**src/rtl/data_mem_arbiter_if.sv**
```systemverilog
// ---------------------------------------------------------------------------
// data_mem_arbiter_if
// Bundle of every signal between the data-memory arbiter and its two
// requesters (pipeline MEM stage p_*, debug/loader d_*) plus the single-port
// data memory (m_*).
//
// Modports
//   slave  : the arbiter. It takes p_/d_ requests, returns rdata/done/stall,
//            drives m_* and takes m_rdata.
//   master : the environment around the arbiter, which holds both requesters
//            and the memory. It is the mirror image of slave.
// ---------------------------------------------------------------------------
interface data_mem_arbiter_if #(
    parameter int ADDR_W = 32,
    parameter int DATA_W = 32
);
    // pipeline port
    logic              p_req;
    logic              p_we;
    logic [ADDR_W-1:0] p_addr;
    logic [DATA_W-1:0] p_wdata;
    logic [DATA_W-1:0] p_rdata;
    logic              p_done;
    logic              p_stall;
    // loader port
    logic              d_req;
    logic              d_we;
    logic [ADDR_W-1:0] d_addr;
    logic [DATA_W-1:0] d_wdata;
    logic [DATA_W-1:0] d_rdata;
    logic              d_done;
    // memory port
    logic              m_en;
    logic              m_we;
    logic [ADDR_W-1:0] m_addr;
    logic [DATA_W-1:0] m_wdata;
    logic [DATA_W-1:0] m_rdata;

    modport slave (
        input  p_req, p_we, p_addr, p_wdata,
        output p_rdata, p_done, p_stall,
        input  d_req, d_we, d_addr, d_wdata,
        output d_rdata, d_done,
        output m_en, m_we, m_addr, m_wdata,
        input  m_rdata
    );

    modport master (
        output p_req, p_we, p_addr, p_wdata,
        input  p_rdata, p_done, p_stall,
        output d_req, d_we, d_addr, d_wdata,
        input  d_rdata, d_done,
        input  m_en, m_we, m_addr, m_wdata,
        output m_rdata
    );
endinterface

```
**src/rtl/data_mem_arbiter.sv**
```systemverilog
// ---------------------------------------------------------------------------
// data_mem_arbiter
// Shares one single-port data memory between the pipeline MEM stage (p_*)
// and the debug/loader port (d_*). Each access runs as IDLE -> ACCESS -> RESP.
// The memory cycle lasts a fixed MEM_LAT+1 cycles. The requester then gets a
// one-cycle done pulse, and for reads the registered read data.
// The pipeline has priority. The loader is forced through after STARVE_MAX
// consecutive pipeline grants while it waits.
//
// Ports
//   clk  : rising-edge clock
//   rst  : synchronous reset, active low
//   bus  : data_mem_arbiter_if.slave
//          p_req/p_we/p_addr/p_wdata -> p_rdata/p_done/p_stall
//          d_req/d_we/d_addr/d_wdata -> d_rdata/d_done
//          m_en/m_we/m_addr/m_wdata  <- m_rdata
// ---------------------------------------------------------------------------
module data_mem_arbiter #(
    parameter int ADDR_W     = 32,
    parameter int DATA_W     = 32,
    parameter int MEM_LAT    = 1,   // 0..15
    parameter int STARVE_MAX = 4    // >= 1
) (
    input logic               clk,
    input logic               rst,
    data_mem_arbiter_if.slave bus
);

    localparam int LAT_W = (MEM_LAT > 0) ? $clog2(MEM_LAT + 1) : 1;
    localparam int STV_W = $clog2(STARVE_MAX + 1);
    localparam logic [LAT_W-1:0] LAT_LOAD = LAT_W'(MEM_LAT);
    localparam logic [STV_W-1:0] STV_TOP  = STV_W'(STARVE_MAX);

    typedef enum logic [1:0] {IDLE, ACCESS, RESP} state_t;

    typedef struct packed {
        logic              we;
        logic [ADDR_W-1:0] addr;
        logic [DATA_W-1:0] wdata;
    } req_t;

    state_t           state;
    logic             gnt_d;     // 1: the access in flight belongs to the loader
    logic [LAT_W-1:0] lat_cnt;
    logic [STV_W-1:0] starve;

    req_t p_r, d_r, win;
    logic any_req, pick_d;

    // Arbitration is combinational here but only consumed in IDLE.
    always_comb begin
        p_r     = '{we: bus.p_we, addr: bus.p_addr, wdata: bus.p_wdata};
        d_r     = '{we: bus.d_we, addr: bus.d_addr, wdata: bus.d_wdata};
        any_req = bus.p_req | bus.d_req;
        // The loader wins when it is alone or when the starve counter is full.
        pick_d  = bus.d_req & (~bus.p_req | (starve == STV_TOP));
        win     = pick_d ? d_r : p_r;
    end

    // The stall drops in the done cycle so the pipeline can advance there.
    assign bus.p_stall = bus.p_req & ~bus.p_done;

    always_ff @(posedge clk) begin
        if (!rst) begin
            state       <= IDLE;
            gnt_d       <= 1'b0;
            lat_cnt     <= '0;
            starve      <= '0;
            bus.m_en    <= 1'b0;
            bus.m_we    <= 1'b0;
            bus.m_addr  <= '0;
            bus.m_wdata <= '0;
            bus.p_done  <= 1'b0;
            bus.d_done  <= 1'b0;
            bus.p_rdata <= '0;
            bus.d_rdata <= '0;
        end else begin
            case (state)
                IDLE: begin
                    if (any_req) begin
                        gnt_d       <= pick_d;
                        bus.m_en    <= 1'b1;
                        bus.m_we    <= win.we;
                        bus.m_addr  <= win.addr;
                        bus.m_wdata <= win.wdata;
                        lat_cnt     <= LAT_LOAD;
                        state       <= ACCESS;
                    end
                    // Count only pipeline grants that make a waiting loader
                    // wait longer. Any loader grant, or any IDLE cycle with
                    // no loader waiting, clears the count.
                    if (pick_d || !bus.d_req)
                        starve <= '0;
                    else if (bus.p_req && starve != STV_TOP)
                        starve <= starve + 1'b1;
                end

                ACCESS: begin
                    if (lat_cnt == '0) begin
                        if (!bus.m_we) begin
                            if (gnt_d) bus.d_rdata <= bus.m_rdata;
                            else       bus.p_rdata <= bus.m_rdata;
                        end
                        if (gnt_d) bus.d_done <= 1'b1;
                        else       bus.p_done <= 1'b1;
                        bus.m_en <= 1'b0;
                        bus.m_we <= 1'b0;
                        state    <= RESP;
                    end else begin
                        lat_cnt <= lat_cnt - 1'b1;
                    end
                end

                RESP: begin
                    bus.p_done <= 1'b0;
                    bus.d_done <= 1'b0;
                    state      <= IDLE;
                end

                default: state <= IDLE;
            endcase
        end
    end

    // Internal consistency properties.
    a_done_onehot: assert property (@(posedge clk) disable iff (!rst)
        !(bus.p_done && bus.d_done));
    a_en_in_access: assert property (@(posedge clk) disable iff (!rst)
        (state == ACCESS) == bus.m_en);
    a_starve_bound: assert property (@(posedge clk) disable iff (!rst)
        starve <= STV_TOP);

endmodule
```
**src/flat_wrapper.sv**
```systemverilog
// flat-port wrapper written by rule: the top's interface ports become plain ports
module data_mem_arbiter_flat 
#(
    parameter int ADDR_W     = 32,
    parameter int DATA_W     = 32,
    parameter int MEM_LAT    = 1,           
    parameter int STARVE_MAX = 4           
)
  (clk, rst, bus_p_req, bus_p_we, bus_p_addr, bus_p_wdata, bus_p_rdata, bus_p_done, bus_p_stall, bus_d_req, bus_d_we, bus_d_addr, bus_d_wdata, bus_d_rdata, bus_d_done, bus_m_en, bus_m_we, bus_m_addr, bus_m_wdata, bus_m_rdata);
  data_mem_arbiter_if #(.ADDR_W(ADDR_W), .DATA_W(DATA_W)) bus_i ();
  input logic clk;
  input logic rst;
  input wire logic [$bits(bus_i.p_req)-1:0] bus_p_req;
  input wire logic [$bits(bus_i.p_we)-1:0] bus_p_we;
  input wire logic [$bits(bus_i.p_addr)-1:0] bus_p_addr;
  input wire logic [$bits(bus_i.p_wdata)-1:0] bus_p_wdata;
  output wire logic [$bits(bus_i.p_rdata)-1:0] bus_p_rdata;
  output wire logic [$bits(bus_i.p_done)-1:0] bus_p_done;
  output wire logic [$bits(bus_i.p_stall)-1:0] bus_p_stall;
  input wire logic [$bits(bus_i.d_req)-1:0] bus_d_req;
  input wire logic [$bits(bus_i.d_we)-1:0] bus_d_we;
  input wire logic [$bits(bus_i.d_addr)-1:0] bus_d_addr;
  input wire logic [$bits(bus_i.d_wdata)-1:0] bus_d_wdata;
  output wire logic [$bits(bus_i.d_rdata)-1:0] bus_d_rdata;
  output wire logic [$bits(bus_i.d_done)-1:0] bus_d_done;
  output wire logic [$bits(bus_i.m_en)-1:0] bus_m_en;
  output wire logic [$bits(bus_i.m_we)-1:0] bus_m_we;
  output wire logic [$bits(bus_i.m_addr)-1:0] bus_m_addr;
  output wire logic [$bits(bus_i.m_wdata)-1:0] bus_m_wdata;
  input wire logic [$bits(bus_i.m_rdata)-1:0] bus_m_rdata;
  assign bus_i.p_req = bus_p_req;
  assign bus_i.p_we = bus_p_we;
  assign bus_i.p_addr = bus_p_addr;
  assign bus_i.p_wdata = bus_p_wdata;
  assign bus_p_rdata = bus_i.p_rdata;
  assign bus_p_done = bus_i.p_done;
  assign bus_p_stall = bus_i.p_stall;
  assign bus_i.d_req = bus_d_req;
  assign bus_i.d_we = bus_d_we;
  assign bus_i.d_addr = bus_d_addr;
  assign bus_i.d_wdata = bus_d_wdata;
  assign bus_d_rdata = bus_i.d_rdata;
  assign bus_d_done = bus_i.d_done;
  assign bus_m_en = bus_i.m_en;
  assign bus_m_we = bus_i.m_we;
  assign bus_m_addr = bus_i.m_addr;
  assign bus_m_wdata = bus_i.m_wdata;
  assign bus_i.m_rdata = bus_m_rdata;
  data_mem_arbiter #(.ADDR_W(ADDR_W), .DATA_W(DATA_W), .MEM_LAT(MEM_LAT), .STARVE_MAX(STARVE_MAX)) u_core (.clk(clk), .rst(rst), .bus(bus_i));
endmodule
```
**config.mk**
```make
export PLATFORM = sky130hd
export DESIGN_NAME = data_mem_arbiter_flat
export DESIGN_NICKNAME = d
export VERILOG_FILES = /design/src/rtl/data_mem_arbiter_if.sv /design/src/rtl/data_mem_arbiter.sv /design/src/flat_wrapper.sv
export SDC_FILE = /design/constraint.sdc
export NUM_CORES = 1
export LEC_CHECK = 0
export BUFFER_PORTS_ARGS = -buffer_cell sky130_fd_sc_hd__buf_4
export CAP_MARGIN = 20
export CORE_MARGIN = 2
export CORE_UTILIZATION = 47
export CTS_CLUSTER_DIAMETER = 50
export DETAILED_ROUTE_END_ITERATION = 10
export PLACE_DENSITY = 0.8
export SETUP_SLACK_MARGIN = 0.15
export SYNTH_ARGS = -nofsm -noshare
export SYNTH_HDL_FRONTEND = slang
export SYNTH_SLANG_ARGS = --single-unit
```
**constraint.sdc**
```tcl
create_clock -name clk -period 2.2 [get_ports clk]
set_input_delay 0.44 -clock clk [delete_from_list [all_inputs] [get_ports clk]]
set_output_delay 0.44 -clock clk [all_outputs]
set_load 0.05 [all_outputs]
```
Word level (Yosys, flattened, before mapping)
Index checks and enable logic that the tools add are counted.

word-level totals
  logic and storage cells = 66
  bits of input ports = 166
  latch bits = 0
  bits in read-only memories = 0
  register bits = 139
  memories = 0
  output and inout bits = 133
  RAM bits = 0

operators by class
  div/mod/pow operators = 0
  reductions and logical operators = 16
  magnitude comparators = 0
  bitwise gates (word level) = 9
  $add $sub $neg = 2
  $mul = 0
  multiplexer cells = 19
  eq/ne operators = 8
  shift operators = 0

operators by type and width
  kind                 count
  $mux 65              1
  $pmux 1 s2           5
  $reduce_and 3->1     3
  $mux 1               8
  $reduce_and 2->1     4
  $reduce_and 4->1     2
  $mux 3               2
  $reduce_bool 2->1    3
  $not 1->1            5
  $mux 2               2
  $ne 2x1->1 const B   2
  $ne 2x2->1 const B   2
  $pmux 2 s2           1
  $add 3x1->3 const B  1
  $eq 3x3->1 const B   1
  $ne 3x3->1 const B   1
  $and 1x1->1          2
  $eq 2x1->1 const B   1
  $eq 2x2->1 const B   1
  $logic_not 2->1      1
  $or 1x1->1           2
  $logic_and 1x1->1    1
  $logic_not 1->1      1
  $logic_or 1x1->1     1
  $sub 1x1->1 const B  1

Depth between registers and ports, before layout
Gate-level depths: netlist (run 1).

  depth after elaboration = 6
  gate-level depth with buffers = 7
  mapped depth without buffers = 5

Worst setup path before layout (run 1)
OpenSTA, ideal clock, no wires.

  path kind = input to output
  start = input port bus_p_req
  end = output port bus_p_stall
  path buffers = 2
  arrival time = 1424 ps
  cell stages on the path = 4
  required time = 1760 ps
  path slack = 336 ps
  cell sequence = inv_2 -> buf_2 -> clkbuf_1 -> nor2_1

between the ends
  cells in the longest elaborated chain, start to end = 1

ends and longest elaborated chain
  item                line                    source
  start: declaration  flat_wrapper.sv:13      input wire logic [$bits(bus_i.p_req)-1:0] bus_p_req;
  $and 1x1->1         data_mem_arbiter.sv:61  assign bus.p_stall = bus.p_req & ~bus.p_done;
  end: declaration    flat_wrapper.sv:19      output wire logic [$bits(bus_i.p_stall)-1:0] bus_p_stall;

Every way passes these cells.

Worst setup path after layout (run 1)
  start = register u_core.starve[0]
  end = register u_core.bus.m_wdata[24]

between the ends
  cells in the longest elaborated chain, start to end = 4

ends and longest elaborated chain
  item                      line                       source
  start: declaration        data_mem_arbiter.sv:45     logic [STV_W-1:0] starve;
  start signal: assignment  data_mem_arbiter.sv:95     starve <= starve + 1'b1;
  $eq 3x3->1                data_mem_arbiter.sv:56     pick_d = bus.d_req & (~bus.p_req | (starve == STV_TOP));
  $or 1x1->1                data_mem_arbiter.sv:56
  $and 1x1->1               data_mem_arbiter.sv:56
  $mux 65                   data_mem_arbiter.sv:57     win = pick_d ? d_r : p_r;
  end signal: assignment    data_mem_arbiter.sv:85     bus.m_wdata <= win.wdata;
  end: declaration          data_mem_arbiter_if.sv:44  output m_en, m_we, m_addr, m_wdata,

Every way passes these cells.
A chain may end at the register's enable or synchronous reset.

==> results of run 1 <==
power by group through the flow:
stage	Sequential, µW	Combinational (µW)	Clock, µW
finish	2870	2420	3140
global route	2890	2560	3300
CTS	2860	2410	3190
detailed placement	2910	2400	0
global placement	2910	2390	0
floorplan	3630	828	0
registers in the layout, summed over array words and instances (netlist names):
| register | count |
|---|---|
| u_core.bus.d_done | 1 |
| u_core.lat_cnt | 1 |
| u_core.gnt_d | 1 |
| u_core.bus.m_addr | 32 |
| u_core.bus.m_we | 1 |
| u_core.bus.m_wdata | 32 |
| u_core.bus.p_done | 1 |
| u_core.bus.p_rdata | 32 |
| u_core.bus.m_en | 1 |
| u_core.state | 2 |
| u_core.bus.d_rdata | 32 |
| u_core.starve | 3 |
cell families (layout without fill, tap and decap cells):
family | count (synthesis) | count (layout) | synth area share [%]
AND/OR/NAND/NOR | 222 | 222 | 22.0
flip-flops | 139 | 139 | 42.1
buffers and inverters | 116 | 365 | 7.62
AO/OA/AOI/OAI | 276 | 276 | 27.9
adder cells (fa/ha/maj) | 2 | 2 | 0.379
what timing repair did:
item                                   4_1_cts  5_1_grt
endpoints found under the hold margin        0        0
gates resized for setup                      0        1
setup endpoints to repair                    0        1
routing by layer:
metal  GRT usage (%)  part of all wire, %
met5               0                    0
met4            13.4                  3.4
met1            35.1                   40
met3            10.4                  9.5
met2            45.6                   47
Yosys cell counts (2+ instances only):
cell type	number	area (µm²)
a2111oi_0	64	561
nand3_1	64	320
nor4b_1	65	569
a21oi_1	64	320
and2_1	2	12.5
clkbuf_1	67	251
nor4_1	64	400
nor2b_1	2	12.5
dfxtp_1	139	2780
nand2_1	7	26.3
buf_2	39	195
nor2_1	4	15.0
nand4_1	3	18.8
inv_1	5	18.8
a21boi_0	44	330
o21ai_0	70	350
buf_4	3	22.5
ha_1	2	25.0
a21boi_1	26	195
nor3_1	4	20.0
final timing paths:
| path | cells past startpoint | end | slack, ps |
|---|---|---|---|
| hold / removal | 3 | u_core.bus.d_rdata[30] | 280 |
| setup reg to reg | 6 | u_core.bus.m_wdata[24] | 350 |
| hold reg to reg | 2 | u_core.bus.p_rdata[18] | 470 |
| setup / recovery | 6 | u_core.bus.m_wdata[24] | 350 |
worst max-delay path, stage by stage, from the launching register on:
cell and delay [ps]:
dfxtp_1 350, inv_1 60, ha_1 240, and2_2 210, buf_4 240, a2111oi_0 490, nor4b_1 110
metrics by stage:
step | instances | utilization [%] | power, µW | cell area, µm² | setup slack (ps)
after floorplan | 755 | - | 4460 | 6610 | 336
after global placement | 1152 | 64.5 | 5300 | 8920 | 373
after detailed placement | 1152 | 64.5 | 5310 | 8920 | 325
after CTS | 1184 | 69.1 | 8460 | 9560 | 325
after global routing | 1184 | 69.2 | 8750 | 9560 | 154
final | 1184 | 69.2 | 8430 | 9560 | 353
cell usage in the layout, fill, tap and decap left out, types with 2 or more instances in the layout:
cell / instances
a21boi_1: 26
inv_1: 4
buf_4: 319
bufinv_16: 5
nand2_1: 7
nand3_1: 64
nor4_1: 64
dfxtp_1: 139
nor3_1: 4
clkbuf_16: 17
o21ai_0: 70
nand4_1: 3
clkbuf_1: 3
nor4b_1: 65
ha_1: 2
nor2_1: 3
inv_2: 2
a21oi_1: 64
clkinv_2: 3
buf_12: 8
clkinv_4: 2
a21boi_0: 44
a2111oi_0: 63
layout make-up:
cell class	count	area share [%]
well taps	180	2.36
repair buffers	327	26.7
clock buffers	21	4.71
flip-flops and latches	139	29.1
inverters	6	0.236
clock inverters	11	2.00
multi-input cells	500	34.9
==> flow_metrics.env, run 1 <==
export IMPL_syn_avg_cell_area_um2=8.75
export IMPL_clk_latency_ps=420
export IMPL_place_gp_congestion=0.790
export IMPL_portBuffers=298
export IMPL_cp_arrival_ps=2130
export IMPL_ant_nets=0
export IMPL_antenna_cells=0
export IMPL_powerDensity_mw_per_mm2=882
export IMPL_remaining_drc_errors=0
export IMPL_gr_total_overflow=0
export IMPL_worst_slew_pin_slew_ps=616
export IMPL_syn_to_final_growth_pct=44.8
export IMPL_multi_input_area_mm2=0.00333
export IMPL_maxCapViolCount=0
export IMPL_drive_gt1_share_pct=36.8
export IMPL_async_flop_share_pct=0
export IMPL_setup_viol=0
export IMPL_grt_max_degree=70
export IMPL_die_x_um=123
export IMPL_ys_flop_type="dfxtp_1"
export IMPL_reg2reg_from="u_core.starve[0]"
export IMPL_design_final_nets=1159
export IMPL_worstSetupStartpointType="flop"
export IMPL_endpoint_kind="flop"
export IMPL_ys_warnings_count=0
export IMPL_clockBufferDepth=2
export IMPL_vias=7209
export IMPL_vias_per_cell=6.09
export IMPL_p_seq_share_pct=34.0
export IMPL_relSlewSlack_pct=58.9
export IMPL_worst_setup_path_type="reg2reg"
export IMPL_p_int_uw=5600
export IMPL_syn_area_mm2=0.00661
export IMPL_grt_usage_pct=28.9
export IMPL_worstPathRequired_ps=2490
export IMPL_status="finished, final reports clean"
export IMPL_fp_dieH_um=123
export IMPL_hpwlAfterDp_um=14400
export IMPL_clockRootBuffer="clkbuf_16"
export IMPL_wl_um=22600
export IMPL_hp_class="in2reg"
export IMPL_power_frac_clock_pct=37.3
export IMPL_synth_nets=923
export IMPL_rsz0062_at_grt="no"
export IMPL_finalClockSkew_ps=9.58
export IMPL_power_leakage_uw=0.00376
export IMPL_worstPathMaxFanout=34
export IMPL_io_pins=299
export IMPL_final_min_clock_period_ps=1850
export IMPL_drt_initial_drc_count=723
export IMPL_cts_tree="built"
export IMPL_finalSetupTns_ps=0
export IMPL_synth_seq_area_share_pct=42.1
export IMPL_ys_types=37
export IMPL_hp_start="bus_m_rdata[30]"
export IMPL_peakVddDrop_mv=0.593
export IMPL_first_pass_iters=5
export IMPL_coreArea_mm2=0.0138
export IMPL_post_cts_buffers=0
export IMPL_p_sw_share_pct=33.5
export IMPL_ys_ff_latch=139
export IMPL_hold_violations=0
export IMPL_crit_start="u_core.starve[0]"
export IMPL_regArea_mm2=0.00278
export IMPL_synth_edff_count=0
export IMPL_die_area_mm2=0.0150
export IMPL_final_max_slew_viol_count=0
export IMPL_path_clk_slew_ps=60
export IMPL_initial_utilization_pct=47.8
export IMPL_first_global_vias=6600
export IMPL_cts_hold_buffers_added=0
export IMPL_whs_ps=284
export IMPL_period_share_pct=83.9
export IMPL_cts_sinks=139
export IMPL_cts_made_buffers=17
export IMPL_htree_levels=4
export IMPL_grt_pass1_wl_um=34400
export IMPL_num_rows=43
export IMPL_wl_per_cell_um=19.1
export IMPL_share_comb_of_total_power_pct=28.7
export IMPL_syn_inst=755
export IMPL_antenna_found_initial=0
export IMPL_fmax_mhz=541
export IMPL_power_switching_uw=2830
export IMPL_fillers=1156
(Power assumes the default switching activity.)
==> run 2, diff against run 1 <==
CORE_UTILIZATION = 43   (was 47)
PLACE_DENSITY = 0.77   (was 0.8)
clock period = 1.6 ns   (was 2.2 ns; I/O delays follow)
==> run 2 against run 1 <==
  * The run now ends with negative setup slack left
  * Die area grew 9.0%
  * Power grew 54%
  * Final area grew 28%
  * Clock power grew 33%
  * Routed wire length grew 34%
  * Register-to-register slack lost 510 ps
  * Non-clock buffer count grew 74
  * Combinational power grew 100%
  * Critical path type unchanged
  * Highest routed layer unchanged
==> flow_metrics.env, run 2 (same netlist as run 1, synthesis figures left out) <==
export IMPL_ff2ff_setup_slack_ps=-160
export IMPL_syn_to_final_growth_pct=84.6
export IMPL_place_gp_congestion=0.847
export IMPL_clk_latency_ps=430
export IMPL_clockRootBuffer="clkbuf_16"
export IMPL_ant_nets=0
export IMPL_layout_common_cells="buf_4 (343), dfxtp_1 (134), nand3_1 (64), a21boi_1 (64), a21oi_1 (60)"
export IMPL_hp_start="bus_m_rdata[8]"
export IMPL_period_share_pct=110
export IMPL_relSlewSlack_pct=69.9
export IMPL_p_total_uw=13000
export IMPL_first_global_vias=7412
export IMPL_cp_arrival_ps=2050
export IMPL_drt_initial_drc_count=800
export IMPL_final_max_slew_viol_count=0
export IMPL_endpoint_kind="flop"
export IMPL_fillers=861
export IMPL_hp_class="in2reg"
export IMPL_first_pass_iters=5
export IMPL_grt_pass1_wl_um=39600
export IMPL_finalClockSkew_ps=17.8
export IMPL_power_leakage_uw=0.00456
export IMPL_grt_max_degree=65
export IMPL_hold_violations=0
export IMPL_num_rows=45
export IMPL_reg2reg_depth=6
export IMPL_vias_per_cell=6.55
export IMPL_worstPathMaxFanout=22
export IMPL_powerDensity_mw_per_mm2=1070
export IMPL_vias=8292
export IMPL_rsz0062_at_grt="yes"
export IMPL_io_pins=299
export IMPL_setup_viol=25
export IMPL_die_area_mm2=0.0164
export IMPL_worstPathRequired_ps=1890
export IMPL_min_to="u_core.bus.d_rdata[8]"
export IMPL_setup_ws_ps=-155
export IMPL_layout_commonest_cell="buf_4"
export IMPL_worst_slew_pin_slew_ps=441
export IMPL_worstSetupStartpointType="flop"
export IMPL_drive_gt1_share_pct=57.1
export IMPL_design_final_nets=1233
export IMPL_antenna_found_initial=0
export IMPL_wl_um=30400
export IMPL_path_clk_slew_ps=60
export IMPL_clockBufferDepth=2
export IMPL_whs_path_depth=3
export IMPL_reg2reg_from="u_core.starve[1]"
export IMPL_cts_sinks=139
export IMPL_r2r_end="u_core.bus.m_addr[9]"
export IMPL_fmax_mhz=570
export IMPL_antenna_cells=0
export IMPL_coreArea_mm2=0.0151
export IMPL_worst_setup_path_type="reg2reg"
export IMPL_grt_usage_pct=30.4
export IMPL_place_ws_ps=-43.3
export IMPL_gr_total_overflow=0
export IMPL_violations="negative setup slack"
export IMPL_maxCapViolCount=0
export IMPL_peakVddDrop_mv=0.733
export IMPL_die_x_um=128
export IMPL_whs_ps=158
export IMPL_fp_dieH_um=128
export IMPL_hpwlAfterDp_um=16300
export IMPL_multi_input_area_mm2=0.00477
export IMPL_status="finished with violations"
export IMPL_initial_utilization_pct=43.8
export IMPL_remaining_drc_errors=0
export IMPL_cts_tree="built"
export IMPL_final_min_clock_period_ps=1760
export IMPL_wl_per_cell_um=24.0
export IMPL_regArea_mm2=0.00279
export IMPL_portBuffers=298
export IMPL_cts_made_buffers=17
export IMPL_htree_levels=4
run 2: what timing repair did:
action	4_1_cts	5_1_grt
buffers inserted	6	20
pin swaps	5	132
endpoints found under the hold margin	0	0
gates resized for setup	43	248
setup endpoints to repair	83	131
gates cloned	5	13
hold buffers	0	0
run 2: how the worst max path moves through the flow:
stage | startpoint | end
after detailed placement | u_core.starve[1] | u_core.bus.m_wdata[25]
after global routing | u_core.starve[1] | u_core.bus.m_addr[15]
after global placement | u_core.starve[1] | u_core.bus.m_wdata[21]
final | u_core.starve[1] | u_core.bus.m_addr[9]
after CTS | u_core.starve[1] | u_core.bus.m_wdata[21]
after floorplan | bus_p_req | u_core.bus.m_wdata[5]
run 2: per-stage QoR:
step | instance area, µm² | TNS, ps | instances | utilization [%]
after CTS | 11000 | 0 | 1233 | 72.9
after detailed placement | 10000 | -133 | 1190 | 66.5
after global placement | 10000 | 0 | 1190 | 66.5
final | 12200 | -777 | 1266 | 80.8
after global routing | 12200 | -2330 | 1266 | 80.8
after floorplan | 7330 | -7.15 | 755 | -
run 2: cell type report:
| cell class | count | share of cell area [%] |
|---|---|---|
| Multi-Input combinational cell | 500 | 39.1 |
| Sequential cell | 139 | 22.9 |
| Clock buffer | 20 | 3.75 |
| Inverter | 6 | 0.205 |
| Timing Repair Buffer | 401 | 30.8 |
| Tap cell | 188 | 1.93 |
| Clock inverter | 12 | 1.33 |
run 2: routing by layer:
| layer | vias up | global-route usage [%] | part of all wire [%] |
|---|---|---|---|
| li1 | 3587 | - | - |
| met1 | 4008 | 38.0 | 37 |
| met2 | 594 | 48.7 | 49 |
| met3 | 103 | 7.72 | 9.8 |
| met4 | 0 | 15.2 | 4.5 |
| met5 | - | 0 | 0 |
run 2: critical path: stages (launching register included):
cell and delay (ps):
dfxtp_2 340, inv_2 50, ha_4 170, and2_4 210, buf_12 200, a2111oi_1 520
nor4b_1 120
run 2: report_power, final:
group	total (µW)	switching [µW]	internal (µW)
clock	4170	1620	2550
combinational	4840	2940	1900
sequential	4000	230	3770
